[config.mk]
export PLATFORM = sky130hd
export DESIGN_NAME = nco_freq_ctrl
export DESIGN_NICKNAME = d
export VERILOG_FILES = /design/src/rtl/nco_freq_ctrl.sv
export SDC_FILE = /design/constraint.sdc
export NUM_CORES = 1
export LEC_CHECK = 0
export ABC_AREA = 1
export BUFFER_PORTS_ARGS = -buffer_cell sky130_fd_sc_hd__buf_2
export CORE_MARGIN = 3
export CORE_UTILIZATION = 55
export DETAILED_ROUTE_END_ITERATION = 8
export PLACE_DENSITY_LB_ADDON = 0.12
export SLEW_MARGIN = 40
export SYNTH_ARGS = -nofsm -noshare
export SYNTH_HDL_FRONTEND = slang
export SYNTH_SLANG_ARGS = --single-unit
export TNS_END_PERCENT = 30
[constraint.sdc]
create_clock -name clock -period 5.06 [get_ports clock]
set_input_delay 1.012 -clock clock [delete_from_list [all_inputs] [get_ports clock]]
set_output_delay 1.012 -clock clock [all_outputs]
set_load 0.01 [all_outputs]
[src/rtl/nco_freq_ctrl.sv]
// Frequency controller for the NCO/CORDIC downconverter: host tuning port with priority over
// a linear sweeper, plus CORDIC latency tracking so downstream logic knows when samples are valid.
module nco_freq_ctrl #(
   parameter int WF      = 32,
   parameter int LATENCY = 20,
   parameter int DWELL_W = 16
) (
   input  logic               clock,
   input  logic               reset,
   input  logic               host_req,
   input  logic [WF-1:0]      host_freq,
   output logic               host_ack,
   input  logic               sweep_en,
   input  logic [WF-1:0]      sweep_start,
   input  logic [WF-1:0]      sweep_stop,
   input  logic [WF-1:0]      sweep_step,
   input  logic [DWELL_W-1:0] sweep_dwell,
   output logic [WF-1:0]      frequency,
   output logic               busy,
   output logic               settled,
   output logic               sweep_done
);

   localparam logic [1:0] S_RESET_SETTLE = 2'd0;
   localparam logic [1:0] S_IDLE         = 2'd1;
   localparam logic [1:0] S_SETTLE       = 2'd2;
   localparam logic [1:0] S_DWELL        = 2'd3;

   // One counter serves both the latency wait and the dwell wait.
   localparam int LAT_W = (LATENCY > 1) ? $clog2(LATENCY) : 1;
   localparam int CNT_W = (LAT_W > DWELL_W) ? LAT_W : DWELL_W;
   localparam logic [CNT_W-1:0] LAT_LOAD = CNT_W'(LATENCY - 1);

   logic [1:0]       state_q, state_d;
   logic [CNT_W-1:0] cnt_q, cnt_d;
   logic [WF-1:0]    freq_q, freq_d;
   logic             ack_q, ack_d;
   logic             done_q, done_d;
   logic             armed_q, armed_d;
   logic             active_q, active_d;
   logic             en_q;

   logic             host_load;
   logic             en_rise;
   logic [CNT_W-1:0] dwell_load;
   logic signed [WF:0] next_freq;
   logic signed [WF:0] stop_x;
   logic             sweep_finish;

   assign host_load = host_req & ~ack_q;
   assign en_rise   = sweep_en & ~en_q;
   assign dwell_load = (sweep_dwell == '0) ? '0 : CNT_W'(sweep_dwell - 1'b1);

   // The bound is compared one bit wider so a step past the end of the range cannot wrap.
   assign next_freq = $signed({freq_q[WF-1], freq_q}) + $signed({sweep_step[WF-1], sweep_step});
   assign stop_x    = $signed({sweep_stop[WF-1], sweep_stop});
   assign sweep_finish = (sweep_step == '0)
                      || (!sweep_step[WF-1] && (next_freq > stop_x))
                      || ( sweep_step[WF-1] && (next_freq < stop_x));

   always_comb begin
      // NOTE: every next-state signal gets a default first so no latch is inferred.
      state_d  = state_q;
      cnt_d    = cnt_q;
      freq_d   = freq_q;
      ack_d    = 1'b0;
      done_d   = 1'b0;
      armed_d  = armed_q | en_rise;
      active_d = active_q;

      if (host_load) begin
         freq_d   = host_freq;
         ack_d    = 1'b1;
         cnt_d    = LAT_LOAD;
         state_d  = S_SETTLE;
         active_d = 1'b0;
         armed_d  = 1'b0;
      end else begin
         case (state_q)
            S_IDLE: begin
               if (armed_q) begin
                  freq_d   = sweep_start;
                  active_d = 1'b1;
                  armed_d  = 1'b0;
                  cnt_d    = LAT_LOAD;
                  state_d  = S_SETTLE;
               end
            end
            S_DWELL: begin
               if (!sweep_en) begin
                  active_d = 1'b0;
                  state_d  = S_IDLE;
               end else if (cnt_q == '0) begin
                  if (sweep_finish) begin
                     done_d   = 1'b1;
                     active_d = 1'b0;
                     state_d  = S_IDLE;
                  end else begin
                     freq_d  = next_freq[WF-1:0];
                     cnt_d   = LAT_LOAD;
                     state_d = S_SETTLE;
                  end
               end else begin
                  cnt_d = cnt_q - 1'b1;
               end
            end
            default: begin
               // RESET_SETTLE and SETTLE: an abort only clears active, the count still runs out.
               active_d = active_q & sweep_en;
               if (cnt_q == '0) begin
                  if (active_q && sweep_en) begin
                     cnt_d   = dwell_load;
                     state_d = S_DWELL;
                  end else begin
                     state_d = S_IDLE;
                  end
               end else begin
                  cnt_d = cnt_q - 1'b1;
               end
            end
         endcase
      end
   end

   // NOTE: sequential state uses non-blocking assignments only.
   always_ff @(posedge clock) begin
      if (reset) begin
         state_q  <= S_RESET_SETTLE;
         cnt_q    <= LAT_LOAD;
         freq_q   <= '0;
         ack_q    <= 1'b0;
         done_q   <= 1'b0;
         armed_q  <= 1'b0;
         active_q <= 1'b0;
         en_q     <= 1'b1;
      end else begin
         state_q  <= state_d;
         cnt_q    <= cnt_d;
         freq_q   <= freq_d;
         ack_q    <= ack_d;
         done_q   <= done_d;
         armed_q  <= armed_d;
         active_q <= active_d;
         en_q     <= sweep_en;
      end
   end

   assign frequency  = freq_q;
   assign host_ack   = ack_q;
   assign sweep_done = done_q;
   assign busy       = (state_q != S_IDLE);
   assign settled    = (state_q == S_IDLE) || (state_q == S_DWELL);

endmodule

==> impl_summary.md <==
Status
The run finished with clean final reports.

Pwr
VDD sags by at most 185 uV. The total leakage power is 4.38 nW. Overall power consumption after layout is estimated at 1.49 mW. The power density over the cells is 189 mW/mm^2.

Place
The estimated wirelength of the detail-placed design is 18.7 mm. The number of placed instances, taps included, is 1438. The number of buffer cells added on primary ports is 183. Before CTS, the worst setup slack after placement is 0.0310 ns. At the end of routability-driven placement, the weighted congestion stood at 0.973. After detailed placement, the total cell area comes to 0.00769 sq mm.

Clock network
After clock tree synthesis, the clock-pin slew on the worst setup and hold paths is 0.08 ns. Once the clock tree was built, the setup fixing pass inserted 0 buffers. The tree is rooted in a sky130_fd_sc_hd__clkbuf_16.

The insertion delay to the later sink of the worst-skew pair is 0.32 ns. The deepest clock path buffer count is 2. The number of gates resized after CTS is 0.

For this design, the sink count on the clock tree is 55. TritonCTS built the clock tree. The hold buffer count at CTS is 0.

The number of clock buffers inserted by TritonCTS is 5. In this run the number of H-tree levels came out at 2.

Cells and area
The area overhead of the layout relative to synthesis is 17.7%. The repair_antennas step left the layout with diodes totalling 0. The post-route netlist has 18.6% of its cells at a drive strength greater than 1. The design area is 0.00787 sq mm. The net count reported at finish is 1518. The final cell count without fillers is 1446.

The utilization after layout is 67.4%.

Global route
Entering global routing, the biggest net connects 47 pins. The first global-routing pass estimated 36.2 mm of wire. The number of antenna violations at the first check in global routing is 0. Global routing used 33.8% of the available tracks.

The via count of the first global-routing pass is 7302. The aggregate global routing overflow is 0.

STA
After layout, the worst path uses 90.6% of the clock period. The maximum operating frequency is 218 MHz. In this run the tightest slew margin relative to its limit is 47.0%. Setup repair after global routing left no endpoint under its margin. The count of endpoints failing hold in the final timing report is 0. On the final layout, the worst clock skew is 0.0119 ns. The transition time of the tightest slew-check pin is 0.796 ns. Once routing completed, OpenROAD measured the worst setup slack at 0.475 ns. The final max-slew violation count is 0. The worst-case hold slack is 0.493 ns. The final critical-path required period is 4.59 ns. For the final routed database, the setup TNS stands at 0 ns. The total setup violations reported at the end of the flow is 0.

Floorplan
The floorplan has 39 rows. The number of ports placed on the die boundary is 184. Once the floorplan was initialized, standard cells occupied 57.3% of the core. The die is 116 um tall. The die covers 0.0135 sq mm. The core footprint is 0.0117 sq mm. The die boundary width is 116 um.

Routing
The number of iterations in the first detailed-routing pass is 5. The routed length per instance is 15.9 um. Dividing the detail-routed via count by the number of cells gives 5.59.

The starting DRC count in detailed routing is 648. For this run, design rule violations remaining after detail routing come to 0. The routed layout has 8090 vias. The routed design has 23.0 mm of wire. The remaining antenna violation count is 0.

Yosys
The dominant synthesized flop cell is sky130_fd_sc_hd__dfxtp_1. sky130_fd_sc_hd__dfxtp_1 takes more of the synthesized area than any other cell. Counting flops and latches in the post-synthesis netlist gives 55. The gate count of the mapped netlist is 1136. The average instance in the mapped netlist occupies 5.88 sq um. The post-synthesis instance area is 0.00668 sq mm.

The post-synthesis cell type count is 42. The dominant cell by count in the synthesized netlist is sky130_fd_sc_hd__nand2_1. The number of nets produced by synthesis is 1352. The number of warnings printed during yosys synthesis is 0. In the post-synthesis netlist, the biggest area contributors are sky130_fd_sc_hd__dfxtp_1, sky130_fd_sc_hd__nand2_1, sky130_fd_sc_hd__ha_1. Counting flops with a built-in enable in the synthesized netlist gives 0. The sequential cell area fraction in the yosys report is 16.5%.

The synthesized design devotes to its leading area cell type 16.5% of total area. Counting flops with an async set or reset pin after synthesis yields a share of 0%. The commonest cells after synthesis are sky130_fd_sc_hd__nand2_1, sky130_fd_sc_hd__inv_1, sky130_fd_sc_hd__nor2_1.

Critical path
The worst setup path is launched from a primary input. The endpoint arrival time on the critical path is 4.82 ns. In this run the number of cells on the critical path is 29. The critical path's most frequent cell is sky130_fd_sc_hd__nand2_1. The critical path buffer and inverter count is 3. The cell with the largest stage delay on the worst path is sky130_fd_sc_hd__fa_1.

The classification of the worst setup path is primary input to register. The worst setup path is captured at a register. The worst stage delay on the critical path is 0.40 ns. The gate family responsible for the most delay along the worst path is simple AND/OR/NAND/NOR gates.

STA puts the critical path data required time at 5.30 ns. The count of cells along the worst register-to-register path is 28. Of all nets on the critical path, the largest fanout is 12.

Min path
The count of cells along the worst hold path is 2. The path class of the lowest-slack min-delay path is register to register.

Run
The count of max-cap constraint violations is 0.
[metal layers]
| metal | wire (um) | global-route usage, % |
|---|---|---|
| met1 | 10200 | 45.8 |
| met2 | 10500 | 55.3 |
| met3 | 1690 | 5.18 |
| met4 | 625 | 10.4 |
| met5 | 0 | 0 |
[worst paths after layout]
check	startpoint	to	slack, ns
min reg2reg	active_q	active_q	0.49
max reg2reg	frequency[0]	frequency[24]	0.90
max	sweep_step[0]	frequency[24]	0.47
min	active_q	active_q	0.49
[power by group]
group | total (mW) | leakage [nW] | switching [mW] | internal (mW)
clock network | 0.388 | 0.0723 | 0.198 | 0.190
registers | 0.472 | 0.449 | 0.0202 | 0.452
logic | 0.627 | 3.86 | 0.391 | 0.235
[layout make-up]
cell class                      instances  area, sq um
Multi-Input combinational cell        891         4850
Inverter                              156          586
Fill cell                            1164         3800
Clock buffer                            5          125
Sequential cell                        55         1100
Tap cell                              143          179
Clock inverter                          3         27.5
Timing Repair Buffer                  193          998
[state kept, by name, indices dropped and copies added (netlist names)]
| signal | count |
|---|---|
| state_q | 2 |
| host_ack | 1 |
| en_q | 1 |
| active_q | 1 |
| sweep_done | 1 |
| cnt_q | 16 |
| frequency | 32 |
| armed_q | 1 |
[placed cells by master, fill, tap and decap left out, types with 14 or more instances in the layout]
master / count
sky130_fd_sc_hd__a21oi_1: 109
sky130_fd_sc_hd__nand2_1: 274
sky130_fd_sc_hd__buf_2: 183
sky130_fd_sc_hd__inv_1: 146
sky130_fd_sc_hd__dfxtp_1: 55
sky130_fd_sc_hd__nand3_1: 99
sky130_fd_sc_hd__nand4_1: 14
sky130_fd_sc_hd__o21ai_0: 67
sky130_fd_sc_hd__nor2_1: 129
sky130_fd_sc_hd__xor2_1: 35
sky130_fd_sc_hd__ha_1: 67
sky130_fd_sc_hd__nor3_1: 15
[cell families (layout without fill, tap and decap cells)]
| kind of cell | Yosys count | count (layout) | synth area share [%] |
|---|---|---|---|
| XOR/XNOR | 43 | 43 | 5.64 |
| buffers and inverters | 190 | 357 | 11.2 |
| AO/OA/AOI/OAI | 206 | 206 | 16.3 |
| AND/OR/NAND/NOR | 574 | 574 | 37.5 |
| flip-flops | 55 | 55 | 16.5 |
| adder cells (fa/ha/maj) | 68 | 68 | 12.8 |
[worst min-delay path: cells and delay by family, from the launching register on]
family | cells | cell delay, ns
AND/OR/NAND/NOR | 2 | 0.13
flip-flops | 1 | 0.33
Power figures use the tool's default switching activity.
